### config.mk
export PLATFORM = sky130hd
export DESIGN_NAME = medfilt_stream_ctrl
export DESIGN_NICKNAME = d
export VERILOG_FILES = /design/src/rtl/medfilt_pkg.sv /design/src/rtl/medfilt_frame_cnt.sv /design/src/rtl/medfilt_stream_ctrl.sv
export SDC_FILE = /design/constraint.sdc
export NUM_CORES = 1
export LEC_CHECK = 0
export BUFFER_PORTS_ARGS = -buffer_cell sky130_fd_sc_hd__buf_2
export CORE_MARGIN = 2
export CORE_UTILIZATION = 56
export DETAILED_ROUTE_END_ITERATION = 10
export GPL_TIMING_DRIVEN = 0
export PLACE_DENSITY = 0.8
export SYNTH_ARGS = -nofsm -noshare
export SYNTH_HDL_FRONTEND = slang
export SYNTH_SLANG_ARGS = --single-unit
### constraint.sdc
create_clock -name clk -period 2.8 [get_ports clk]
set_input_delay 0.28 -clock clk [delete_from_list [all_inputs] [get_ports clk]]
set_output_delay 0.28 -clock clk [all_outputs]
set_load 0.02 [all_outputs]
### src/rtl/medfilt_pkg.sv
// rtl/medfilt_pkg.sv - shared types and helpers for the median filter stream controller
// Contents:
//   ctrl_state_e     sequencer state (IDLE / RUN / FLUSH)
//   default_latency  core latency in ce steps for a given line width (2*W+12)
package medfilt_pkg;

   typedef enum logic [1:0] {
      ST_IDLE  = 2'd0,
      ST_RUN   = 2'd1,
      ST_FLUSH = 2'd2
   } ctrl_state_e;

   function automatic int default_latency(input int w);
      return 2 * w + 12;
   endfunction

endpackage

### src/rtl/medfilt_frame_cnt.sv
// rtl/medfilt_frame_cnt.sv - horizontal/vertical pixel position counter with enable and frame wrap
// Ports:
//   clk, rst_n  clock, asynchronous active-low reset
//   i_en        advance one pixel position
//   o_first     position is (0,0)
//   o_eol       position is the last pixel of a line
//   o_last      position is the last pixel of the frame
module medfilt_frame_cnt #(
   parameter int W = 8,
   parameter int H = 4
) (
   input  logic clk,
   input  logic rst_n,
   input  logic i_en,
   output logic o_first,
   output logic o_eol,
   output logic o_last
);

   localparam int HW = (W > 1) ? $clog2(W) : 1;
   localparam int VW = (H > 1) ? $clog2(H) : 1;

   logic [HW-1:0] r_hcnt;
   logic [VW-1:0] r_vcnt;
   logic          w_eol;
   logic          w_eof_line;

   assign w_eol      = (r_hcnt == HW'(W - 1));
   assign w_eof_line = (r_vcnt == VW'(H - 1));

   always_ff @(posedge clk or negedge rst_n) begin
      if (!rst_n) begin
         r_hcnt <= '0;
         r_vcnt <= '0;
      end else if (i_en) begin
         if (w_eol) begin
            r_hcnt <= '0;
            r_vcnt <= w_eof_line ? '0 : r_vcnt + VW'(1);
         end else begin
            r_hcnt <= r_hcnt + HW'(1);
         end
      end
   end

   assign o_first = (r_hcnt == '0) && (r_vcnt == '0);
   assign o_eol   = w_eol;
   assign o_last  = w_eol && w_eof_line;

endmodule

### src/rtl/medfilt_stream_ctrl.sv
// rtl/medfilt_stream_ctrl.sv - frame sequencer and AXI-Stream boundary for the 3x3 median filter core
// Optional build macro: MEDFILT_CTRL_STATUS_EN builds the err/frame_done/frame_cnt logic;
// without it those outputs are tied to 0.
// Ports:
//   clk, rst_n        clock, asynchronous active-low reset
//   i_s_axis_*        input pixel stream (tuser = SOF, tlast = EOL), o_s_axis_tready
//   o_m_axis_*        filtered pixel stream, tuser/tlast regenerated here, i_m_axis_tready
//   o_core_ce         core advance strobe (one pixel step per high cycle)
//   o_core_din        pixel into core (0 while flushing)
//   o_core_sof        high with the first ce of a frame
//   i_core_dout       core result, held between ce pulses
//   o_frame_done      one-cycle pulse after the last output beat of a frame
//   o_err_sof/o_err_eol  sticky protocol flags
//   o_frame_cnt       completed output frames (wraps)
module medfilt_stream_ctrl
   import medfilt_pkg::*;
#(
   parameter int DATA_WIDTH   = 8,
   parameter int FRAME_WIDTH  = 640,
   parameter int FRAME_HEIGHT = 512,
   parameter int LATENCY      = default_latency(FRAME_WIDTH)
) (
   input  logic                  clk,
   input  logic                  rst_n,
   input  logic [DATA_WIDTH-1:0] i_s_axis_tdata,
   input  logic                  i_s_axis_tvalid,
   output logic                  o_s_axis_tready,
   input  logic                  i_s_axis_tuser,
   input  logic                  i_s_axis_tlast,
   output logic [DATA_WIDTH-1:0] o_m_axis_tdata,
   output logic                  o_m_axis_tvalid,
   input  logic                  i_m_axis_tready,
   output logic                  o_m_axis_tuser,
   output logic                  o_m_axis_tlast,
   output logic                  o_core_ce,
   output logic [DATA_WIDTH-1:0] o_core_din,
   output logic                  o_core_sof,
   input  logic [DATA_WIDTH-1:0] i_core_dout,
   output logic                  o_frame_done,
   output logic                  o_err_sof,
   output logic                  o_err_eol,
   output logic [15:0]           o_frame_cnt
);

   localparam int N_STEPS = FRAME_WIDTH * FRAME_HEIGHT + LATENCY;
   localparam int STEP_W  = $clog2(N_STEPS);

   ctrl_state_e       r_state;
   logic [STEP_W-1:0] r_n;
   logic              r_m_tvalid;

   logic w_out_free;
   logic w_m_fire;
   logic w_s_tready;
   logic w_ce;
   logic w_pix_ce;
   logic w_step_last;
   logic w_produce;
   logic w_in_first, w_in_eol, w_in_last;
   logic w_out_first, w_out_eol, w_out_last;

   assign w_out_free = !r_m_tvalid || i_m_axis_tready;
   assign w_m_fire   = r_m_tvalid && i_m_axis_tready;

   // An SOF beat is only taken in IDLE when its ce can issue; non-SOF beats are dropped freely.
   always_comb begin
      w_s_tready = 1'b0;
      w_ce       = 1'b0;
      case (r_state)
         ST_IDLE: begin
            w_s_tready = !i_s_axis_tuser || w_out_free;
            w_ce       = i_s_axis_tvalid && i_s_axis_tuser && w_out_free;
         end
         ST_RUN: begin
            w_s_tready = w_out_free;
            w_ce       = i_s_axis_tvalid && w_out_free;
         end
         ST_FLUSH: begin
            w_ce = w_out_free;
         end
         default: ;
      endcase
   end

   // ce that consumes a real input pixel (as opposed to a flush step)
   assign w_pix_ce    = w_ce && (r_state != ST_FLUSH);
   assign w_step_last = (r_n == STEP_W'(N_STEPS - 1));
   assign w_produce   = w_ce && (r_n >= STEP_W'(LATENCY));

   always_ff @(posedge clk or negedge rst_n) begin
      if (!rst_n) begin
         r_state    <= ST_IDLE;
         r_n        <= '0;
         r_m_tvalid <= 1'b0;
      end else begin
         if (w_ce) begin
            r_n <= w_step_last ? '0 : r_n + STEP_W'(1);
         end
         // A producing ce only issues when out_free, so it overrides a simultaneous m_fire.
         if (w_produce) begin
            r_m_tvalid <= 1'b1;
         end else if (w_m_fire) begin
            r_m_tvalid <= 1'b0;
         end
         case (r_state)
            ST_IDLE:  if (w_ce) r_state <= ST_RUN;
            ST_RUN:   if (w_pix_ce && w_in_last) r_state <= ST_FLUSH;
            ST_FLUSH: if (w_ce && w_step_last) r_state <= ST_IDLE;
            default:  r_state <= ST_IDLE;
         endcase
      end
   end

   medfilt_frame_cnt #(.W(FRAME_WIDTH), .H(FRAME_HEIGHT)) u_in_cnt (
      .clk     (clk),
      .rst_n   (rst_n),
      .i_en    (w_pix_ce),
      .o_first (w_in_first),
      .o_eol   (w_in_eol),
      .o_last  (w_in_last)
   );

   medfilt_frame_cnt #(.W(FRAME_WIDTH), .H(FRAME_HEIGHT)) u_out_cnt (
      .clk     (clk),
      .rst_n   (rst_n),
      .i_en    (w_m_fire),
      .o_first (w_out_first),
      .o_eol   (w_out_eol),
      .o_last  (w_out_last)
   );

   assign o_s_axis_tready = w_s_tready;
   assign o_core_ce       = w_ce;
   assign o_core_sof      = w_ce && (r_state == ST_IDLE);
   assign o_core_din      = (r_state == ST_FLUSH) ? '0 : i_s_axis_tdata;
   assign o_m_axis_tdata  = i_core_dout;
   assign o_m_axis_tvalid = r_m_tvalid;
   assign o_m_axis_tuser  = w_out_first;
   assign o_m_axis_tlast  = w_out_eol;

   logic w_unused_ok;
   assign w_unused_ok = &{1'b0, w_in_first};

`ifdef MEDFILT_CTRL_STATUS_EN
   logic        w_s_fire;
   logic        r_err_sof;
   logic        r_err_eol;
   logic        r_frame_done;
   logic [15:0] r_frame_cnt;

   assign w_s_fire = i_s_axis_tvalid && w_s_tready;

   always_ff @(posedge clk or negedge rst_n) begin
      if (!rst_n) begin
         r_err_sof    <= 1'b0;
         r_err_eol    <= 1'b0;
         r_frame_done <= 1'b0;
         r_frame_cnt  <= '0;
      end else begin
         // Dropped non-SOF beat in IDLE, or a stray SOF inside a frame
         if (w_s_fire && (((r_state == ST_IDLE) && !i_s_axis_tuser) ||
                          ((r_state == ST_RUN) && i_s_axis_tuser))) begin
            r_err_sof <= 1'b1;
         end
         if (w_pix_ce && (i_s_axis_tlast != w_in_eol)) begin
            r_err_eol <= 1'b1;
         end
         r_frame_done <= w_m_fire && w_out_last;
         if (w_m_fire && w_out_last) begin
            r_frame_cnt <= r_frame_cnt + 16'd1;
         end
      end
   end

   assign o_err_sof    = r_err_sof;
   assign o_err_eol    = r_err_eol;
   assign o_frame_done = r_frame_done;
   assign o_frame_cnt  = r_frame_cnt;
`else
   logic w_unused_status_ok;
   assign w_unused_status_ok = &{1'b0, i_s_axis_tlast, w_in_eol, w_out_last};

   assign o_err_sof    = 1'b0;
   assign o_err_eol    = 1'b0;
   assign o_frame_done = 1'b0;
   assign o_frame_cnt  = '0;
`endif

endmodule

==> results of run 1 <==
-- sequential cells by signal, summed over array words and instances, names as in the netlist --
register          count
u_out_cnt.r_vcnt      9
u_in_cnt.r_vcnt       9
u_in_cnt.r_hcnt      10
r_n                  19
u_out_cnt.r_hcnt     10
o_m_axis_tvalid       1
r_state               2
-- Yosys cell counts, types with 2 or more instances --
master,n
nand4_1,17
o21ai_0,26
and3_1,7
clkbuf_1,5
or2_2,2
nor2_1,33
xnor2_1,21
and4_1,2
xor2_1,7
buf_6,2
nand3_1,26
nor4b_1,2
o31ai_1,2
nand2b_1,7
a21o_1,4
and2_1,11
dfrtp_1,60
nand4b_1,2
nand3b_1,2
mux2i_1,2
nor3_1,8
a21oi_1,6
ha_1,10
nand2_1,44
inv_1,13
nor4_1,11
buf_4,27
-- worst max path at each step --
stage,from,endpoint,slack [ns]
finish,r_state[0],o_core_sof,0.45
global route,r_state[0],o_core_sof,0.30
CTS,r_state[0],o_core_sof,0.46
detailed placement,u_out_cnt.r_vcnt[0],u_out_cnt.r_vcnt[5],0.54
global placement,u_out_cnt.r_vcnt[0],u_out_cnt.r_vcnt[7],0.62
floorplan,u_out_cnt.r_vcnt[0],u_out_cnt.r_vcnt[5],0.78
-- logic make-up (layout without fill, tap and decap cells) --
logic type / Yosys count / after routing
DFF: 60 / 60
other: 1 / 19
adders and majority gates: 10 / 10
xor gates and xnor gates: 28 / 28
AOI/OAI and AO/OA: 45 / 45
muxes: 3 / 3
buffers and inverters: 48 / 98
and+or+nand+nor: 183 / 183
-- routing by layer --
layer / global-route usage [%] / wire [um]
met5: 0 / 0
met1: 28.9 / 3070
met4: 11.8 / 194
met2: 37.2 / 3310
met3: 3.96 / 319
-- metrics by stage --
step / cell area [um^2] / utilization, %
after CTS: 3990 / 67.8
after global routing: 3990 / 67.8
final: 3990 / 67.8
after global placement: 3740 / 63.5
after detailed placement: 3740 / 63.5
after floorplan: 3470 / -
-- area by class of cell --
| cell class | count | area share, % |
|---|---|---|
| clock inverters | 4 | 2.38 |
| inverters | 13 | 1.22 |
| well taps | 75 | 2.35 |
| clock buffers | 12 | 3.89 |
| multi-input cells | 288 | 42.0 |
| repair buffers | 34 | 4.33 |
| plain buffers | 35 | 6.21 |
| flip-flops and latches | 60 | 37.6 |
-- report_power, final --
group	internal [uW]	switching [uW]	leakage, uW
clock network	639	340	0.000127
logic	181	232	0.00101
registers	977	137	0.000770
==> run metrics, run 1 <==
status=finished with violations; violated checks=hold timing; EDFF count, synth=0; Final ANT Viol Nets=0; antenna cells=0; Primary FF master, synth=dfrtp_1; Slew Limit Fails=0; DRC=0; Achievable Freq=between 0.4 and 0.5 GHz; routed wire length=around 7000 um; Post-Route Skew=between 0.006 and 0.007 ns; multiplexer share of the synthesized area=less than 1%; post-route insts no fill=about 520; Post-synth ARST share=100%; area of the multi-input gates=approximately 0.0017 mm^2; Vias=about 2,800; Reg2Reg Launch Point=u_out_cnt.r_vcnt[0]; Remaining Overflow, GRT=0; Netlist cell types=46; main combinational cell family by area after synthesis=simple AND/OR/NAND/NOR gates; chip width=approximately 82 um; global-route usage over all layers=approximately 23%; MaxCap Viol Count=0; PwrDens=approximately 630 mW/mm^2; Hold Buf Count CTS=0; final hold viol count=16; Chip Height=between 80 and 90 um; worst setup path class=register to primary output; total power=about 2500 uW; Clock Path Buffers=2; CTS tree=built; Filler Cell Count=between 400 and 500; sequential-to-total area share from yosys stat=around 44%; RSZ-0062 raised after global routing=false; Post-CTS Resized=0; Critical Path AT=just over 2 ns; worst hold slack=-0.0114 ns; Die ar.=roughly 0.0067 mm^2; Total Neg Setup Slack=0 ns; reg2reg end=u_out_cnt.r_vcnt[5]; CP Launch Type=register; CP peak stage delay=~0.43 ns; worst path bufs/invs=2; CTS Buf Count=9; most frequent cells in the layout=60 x dfrtp_1, 44 x nand2_1, 33 x nor2_1, 33 x buf_2, 28 x buf_4; xor/xnor cell area share of the yosys netlist=under 10%; Critical Path RT=between 2 and 3 ns; Detail Placement HPWL=roughly 4800 um; Top Ports=63; Slew HR=between 40% and 50%; crit-path cells=o21ai_0 -> or3_1 -> clkbuf_1 -> nor3_1 -> buf_2; worst slack at placement=0.540 ns; setup bufs post-CTS=0; count of buffers from port buffering=34; Slowest cell on crit path=dfrtp_1; initial antenna violation count=0; H-Tree Depth=3; Post-Synth Simple-Gate Area=~28%; post-synth top area cell=dfrtp_1; share of post-route cells with drive strength above 1=between 10% and 20%; Synth Area in Adders=3.67%; Worst Max-Slew Pin Slew=0.874 ns; critical-path maximum fanout=10; critical path's top delay family=simple AND/OR/NAND/NOR gates; fin nets=roughly 470; final worst slack=0.445 ns; yosys warns=0; register area=0.00150 mm^2; Avg Synthesized Cell Area=between 9 and 10 um^2; initial drt markers=~200; R2R setup slack=about 0.49 ns; Crit. End Element=primary output; Clock Latency Late Sink=0.35 ns; area of the mapped netlist=roughly 0.0034 mm^2; core area=0.00589 mm^2; Synth Instances=around 380; CTS root buffer=clkbuf_8; min Tclk post-route=2.35 ns; fin crit share=about 84%; Synth top area share=between 40% and 50%; first-pass GRT wire length=roughly 12,000 um; dpl cells=just over 500; GP Congestion=around 0.83; drt pass-1 iters=4; largest net degree at the start of global routing=between 60 and 70; Leak=between 0.0015 and 0.002 uW; detailed-route wire length per cell=13.2 um; Synth Area in Compound Gates=under 10%; # setup viols final=0; R2R depth=7; Levels on crit path=5; largest cells by area after synthesis=dfrtp_1 44%, buf_4 5.9%, xnor2_1 5.4%; CTS clk-pin slew, worst paths=around 0.070 ns; commonest non-fill, non-tap cell in the layout=dfrtp_1; Synth Register Bits=60; vias in the first global route=2,652; Initial Utilization=between 50% and 60%; FP Rows=28; VDD IR max=0.408 mV; Worst Hold Class=primary input to asynchronous set/reset pin; area grow syn2layout=17.2%; # clock sinks=60; via/cell ratio=5.36
Note: power is estimated with default switching activity, not from simulation.
==> run 2, diff against run 1 <==
- CORE_UTILIZATION: 56 -> 50
- PLACE_DENSITY: 0.8 -> 0.76
- clock period: 2.8 -> 1.9 ns (I/O delays scaled with it)
==> run metrics, run 2 (synthesized netlist as in run 1, its figures left out) <==
Top Ports=63 (unchanged); Reg2Reg Launch Point=u_in_cnt.r_hcnt[4]; first-pass GRT wire length=12,000 um (+2.6%); Slowest cell on crit path=dfrtp_2; DRC=0 (unchanged); VDD IR max=0.614 mV (+50%); post-route insts no fill=547 (+5.0%); Achievable Freq=approximately 0.53 GHz; vias in the first global route=2,650 (-0.075%); Slew Limit Fails=0 (unchanged); crit path capture=o_core_sof; # clock sinks=60 (unchanged); FP Rows=30 (+7.1%); Vias=3,042 (+8.9%); Critical Path RT=1.71 ns (-0.81 ns); commonest non-fill, non-tap cell in the layout=dfrtp_1; Critical Path AT=1.71 ns (-0.36 ns); R2R setup slack=0.01 ns (-0.48 ns); Leak=0.00206 uW (+7.9%); GP Congestion=0.825 (-1.2%); Placement Cell Area=0.00375 mm^2 (+0.37%); H-Tree Depth=3 (unchanged); global-route usage over all layers=20.4% (-2.3 points); count of buffers from port buffering=34 (unchanged); min Tclk post-route=1.90 ns; Slew HR=49.0% (+7.4 points); initial drt markers=269 (+33%); Remaining Overflow, GRT=0 (unchanged); Clock Latency Late Sink=0.34 ns (about the same); Crit. End Element=primary output; antenna cells=0 (unchanged); drt pass-1 iters=4 (unchanged); largest net degree at the start of global routing=61 (unchanged); max reg flops=19 (unchanged); Clock Path Buffers=2 (unchanged); R2R depth=6 (-1); status=finished with violations; fin nets=494 (+4.4%); Worst Max-Slew Pin Slew=0.766 ns (-0.109 ns); Final ANT Viol Nets=0 (unchanged); routed wire length=7920 um (+15%); Die ar.=0.00749 mm^2 (+11%); share of post-route cells with drive strength above 1=30.2% (+11 points); area grow syn2layout=28.0%; CP Launch Type=register; final worst slack=-0.00186 ns (-0.447 ns); RSZ-0062 raised after global routing=true; cell area after layout=0.00436 mm^2 (+9.3%); reg2reg end=u_in_cnt.r_vcnt[2]; via/cell ratio=5.56 (+3.7%); Chip Height=86.5 um (+5.5%); most frequent cells in the layout=56 x dfrtp_1, 50 x buf_4, 41 x nand2_1, 31 x nor2_1, 31 x buf_2; dpl cells=510 (+0.99%); CTS clk-pin slew, worst paths=0.07 ns (about the same); final core occ=65.3% (-2.5 points); # setup viols final=1 (+1); MaxCap Viol Count=0 (unchanged); fin crit share=100%; violated checks=setup timing; biggest regs=r_n (19), u_in_cnt.r_hcnt (10), u_out_cnt.r_hcnt (10); Worst Hold Class=primary input to register; PwrDens=785 mW/mm^2 (+25%); CTS tree=built; final hold viol count=0 (-16); CP peak stage delay=0.42 ns (about the same); core area=0.00668 mm^2 (+14%); initial antenna violation count=0 (unchanged); Initial Utilization=51.0% (-6.9 points); chip width=86.5 um (+5.5%); worst setup path class=register to primary output; CTS root buffer=clkbuf_8; critical path startpoint=o_m_axis_tvalid; crit-path cells=nor2b_4 -> or3_4 -> buf_8 -> nor3_4 -> buf_6; detailed-route wire length per cell=14.5 um (+9.4%); Detail Placement HPWL=4740 um (-2.0%); Biggest register=r_n; critical-path maximum fanout=5 (-5); Post-Route Skew=0.00640 ns (-0.000448 ns); CTS Buf Count=9 (unchanged)
-- run 2: stage by stage --
step | power [uW] | hold WS [ns] | worst slack [ns] | setup TNS [ns]
2_1_floorplan | 2070 | -0.106 | 0.0168 | 0
3_3_place_gp | 2220 | 0.461 | -0.178 | -1.23
3_5_place_dp | 2260 | 0.475 | -0.231 | -2.46
4_1_cts | 3310 | 0.204 | -0.0583 | -0.0856
5_1_grt | 3580 | 0.338 | -0.110 | -0.796
6_report | 3420 | 0.289 | -0.00186 | -0.00186
-- run 2: area by class of cell --
class | instances | area, um^2
clock inverter | 2 | 10.0
inverter | 13 | 48.8
multi-input combinational | 288 | 1890
sequential | 60 | 1510
timing repair buffer | 59 | 410
tap | 80 | 100
fill | 532 | 2320
buffer | 31 | 245
clock buffer | 14 | 153
-- run 2: where the power goes --
part           switching, uW  total (uW)  internal, uW
combinational            390         750           360
sequential               227        1670          1440
clock                    500        1010           507
-- run 2: how the worst min path moves through the flow --
stage                            start            endpoint  cells after the start  slack [ns]
finish                 i_m_axis_tready     o_m_axis_tvalid                      3        0.29
CTS                              rst_n  u_in_cnt.r_hcnt[8]                      1        0.20
floorplan                        rst_n     o_m_axis_tvalid                      0       -0.11
global route           i_m_axis_tready     o_m_axis_tvalid                      3        0.34
global placement    u_in_cnt.r_vcnt[8]  u_in_cnt.r_vcnt[8]                      2        0.46
detailed placement  u_in_cnt.r_vcnt[8]  u_in_cnt.r_vcnt[8]                      2        0.47
-- run 2: repair_timing --
item | CTS | global route
resized for setup | 26 | 41
hold buffers | 0 | 1
buffers inserted | 10 | 12
endpoints found under the hold margin | 0 | 60
pin swaps | 11 | 11
gates cloned | 0 | 2
setup endpoints to repair | 28 | 32
-- run 2: per-layer routing --
layer	wire, um	track usage (%)
met5	0	0
met4	251	6.53
met3	470	6.10
met2	3790	32.8
met1	3400	26.7
-- run 2: worst max-delay path: cells and delay by family (launching register included) --
| kind | cells | cell delay [ns] |
|---|---|---|
| buf+inv | 2 | 0.28 |
| simple gates | 3 | 0.66 |
| flops | 1 | 0.42 |
==> run 3, diff against run 2 <==
- REMOVE_ABC_BUFFERS: not set -> 1
- SLEW_MARGIN: not set -> 20
==> run metrics, run 3 (synthesized netlist as in run 1, its figures left out) <==
net switching power=1030 uW (-8.2%); Total Neg Setup Slack=0 ns (+0.00186 ns); post-route insts no fill=499 (-8.8%); Post-Route Skew=0.00784 ns (+0.00144 ns); Detail Placement HPWL=4520 um (-4.7%); # clock sinks=60 (unchanged); R2R setup slack=0.03 ns (+0.02 ns); VDD IR max=0.647 mV (+5.5%); Crit. End Element=primary output; CTS Buf Count=9 (unchanged); RSZ-0062 raised after global routing=true; Remaining Overflow, GRT=0 (unchanged); routed wire length=6930 um (-13%); Seq pwr share=50.6% (+1.9 points); max reg flops=19 (unchanged); critical path startpoint=u_out_cnt.r_vcnt[1]; Levels on crit path=6 (+1); Pint=2220 uW (-3.6%); Initial Utilization=51.0% (unchanged); vias in the first global route=2,667 (+0.64%); Leak=0.00180 uW (-13%); drt pass-1 iters=5 (+1); total power=3250 uW (-5.1%); sw frac=31.6% (-1.1 points); MaxCap Viol Count=0 (unchanged); Worst Hold Class=primary input to register; Reg2Reg Launch Point=u_out_cnt.r_vcnt[1]; CTS tree=built; initial antenna violation count=0 (unchanged); CTS clk-pin slew, worst paths=0.07 ns (about the same); R2R depth=7 (+1); Clock Path Buffers=2 (unchanged); worst setup path class=register to primary output; Final ANT Viol Nets=0 (unchanged); chip width=86.5 um (unchanged); Vias=2,760 (-9.3%); # setup viols final=0 (-1); CTS root buffer=clkbuf_8; CP peak stage delay=0.41 ns (about the same); final core occ=58.8% (-6.5 points); FP Rows=30 (unchanged); biggest regs=r_n (19), u_in_cnt.r_hcnt (10), u_out_cnt.r_hcnt (10); reg2reg end=u_out_cnt.r_vcnt[5]; Chip Height=86.5 um (unchanged); Slew HR=50.0% (+1.0 points); CP Launch Type=register; first-pass GRT wire length=11,700 um (-2.9%); fin nets=448 (-9.3%); detailed-route wire length per cell=13.9 um (-4.1%); PwrDens=827 mW/mm^2 (+5.3%); Die ar.=0.00749 mm^2 (unchanged); Critical Path RT=1.71 ns (about the same); worst path bufs/invs=2 (unchanged); dpl cells=467 (-8.4%); count of buffers from port buffering=26 (-24%); worst hold slack=0.340 ns (+0.0516 ns); DRC=0 (unchanged); H-Tree Depth=3 (unchanged); Slew Limit Fails=0 (unchanged); Achievable Freq=0.534 GHz (+1.7%); global-route usage over all layers=19.6% (-0.83 points); commonest non-fill, non-tap cell in the layout=dfrtp_1; min Tclk post-route=1.87 ns (-0.0309 ns); initial drt markers=216 (-20%); GP Congestion=0.851 (+3.2%); area grow syn2layout=15.4%; Worst Max-Slew Pin Slew=0.750 ns (-0.0153 ns); antenna cells=0 (unchanged); core area=0.00668 mm^2 (unchanged); clock network power share=29.9% (+0.5 points); crit-path cells=inv_1 -> ha_1 -> nor4b_4 -> nand4_1 -> nor4b_2 -> buf_4; fin crit share=98.5% (-1.6 points); Filler Cell Count=569 (+7.0%); Slowest cell on crit path=dfrtp_1; status=complete, no violations; largest net degree at the start of global routing=61 (unchanged); combinational share of power=19.6% (-2.3 points); Clock Latency Late Sink=0.33 ns (about the same); critical-path maximum fanout=4 (-1); critical path's top delay family=simple AND/OR/NAND/NOR gates; Biggest register=r_n; crit path capture=o_m_axis_tuser; share of post-route cells with drive strength above 1=21.5% (-8.7 points); most frequent cells in the layout=58 x dfrtp_1, 43 x nand2_1, 30 x nor2_1, 25 x nand3_1, 23 x buf_2; via/cell ratio=5.53 (-0.54%); Critical Path AT=1.68 ns (-0.03 ns); Top Ports=63 (unchanged); final hold viol count=0 (unchanged)
## run 3: how the worst min path moves through the flow
stage                     slack [ns]                 end       startpoint  cells past startpoint
final                           0.34     o_m_axis_tvalid  i_m_axis_tready                      3
after global routing            0.36     o_m_axis_tvalid  i_m_axis_tready                      3
after CTS                       0.29     o_m_axis_tvalid  i_m_axis_tready                      3
after detailed placement        0.32  u_in_cnt.r_vcnt[4]            rst_n                      1
after global placement          0.38   o_m_axis_tdata[0]   i_core_dout[0]                      0
after floorplan                -0.11     o_m_axis_tvalid            rst_n                      0
## run 3: power by group through the flow
| stage | registers (uW) | clock network, uW | logic (uW) |
|---|---|---|---|
| 3_3_place_gp | 1660 | 0 | 496 |
| 3_5_place_dp | 1670 | 0 | 518 |
| 6_report | 1640 | 970 | 636 |
| 2_1_floorplan | 1630 | 0 | 388 |
| 4_1_cts | 1640 | 986 | 562 |
| 5_1_grt | 1670 | 1040 | 713 |
## run 3: tightest hold or removal path, stage by stage
cell	delay, ns
buf_2	0.12
nand2b_1	0.24
nand2_1	0.09
## run 3: cell type report
class	count	area (um^2)	share of cell area, %
Clock buffer	11	141	3.60
Clock inverter	3	15.0	0.382
Inverter	13	48.8	1.24
Multi-Input combinational cell	288	1830	46.6
Sequential cell	60	1500	38.3
Tap cell	80	100	2.55
Timing Repair Buffer	44	288	7.32
## run 3: layer usage
metal / up-vias / routed length, um / global-route usage (%)
met5: - / 0 / 0
met4: 0 / 161 / 8.81
met3: 21 / 407 / 6.00
met2: 104 / 3340 / 30.9
met1: 1293 / 3020 / 24.9
li1: 1342 / - / -
## run 3: what timing repair did
| item | CTS | global route |
|---|---|---|
| endpoints found under the setup margin | 29 | 32 |
| pin swaps | 8 | 3 |
| buffers inserted | 10 | 7 |
| hold buffers | 1 | 0 |
| gates resized for setup | 23 | 21 |
| endpoints found under the hold margin | 60 | 0 |
## run 3: per-stage QoR
| stage | setup slack [ns] | cell area (um^2) |
|---|---|---|
| after detailed placement | -0.371 | 3460 |
| after floorplan | -0.128 | 3230 |
| final | 0.0290 | 3930 |
| after global placement | -0.645 | 3460 |
| after CTS | -0.0286 | 3800 |
| after global routing | -0.0896 | 3930 |
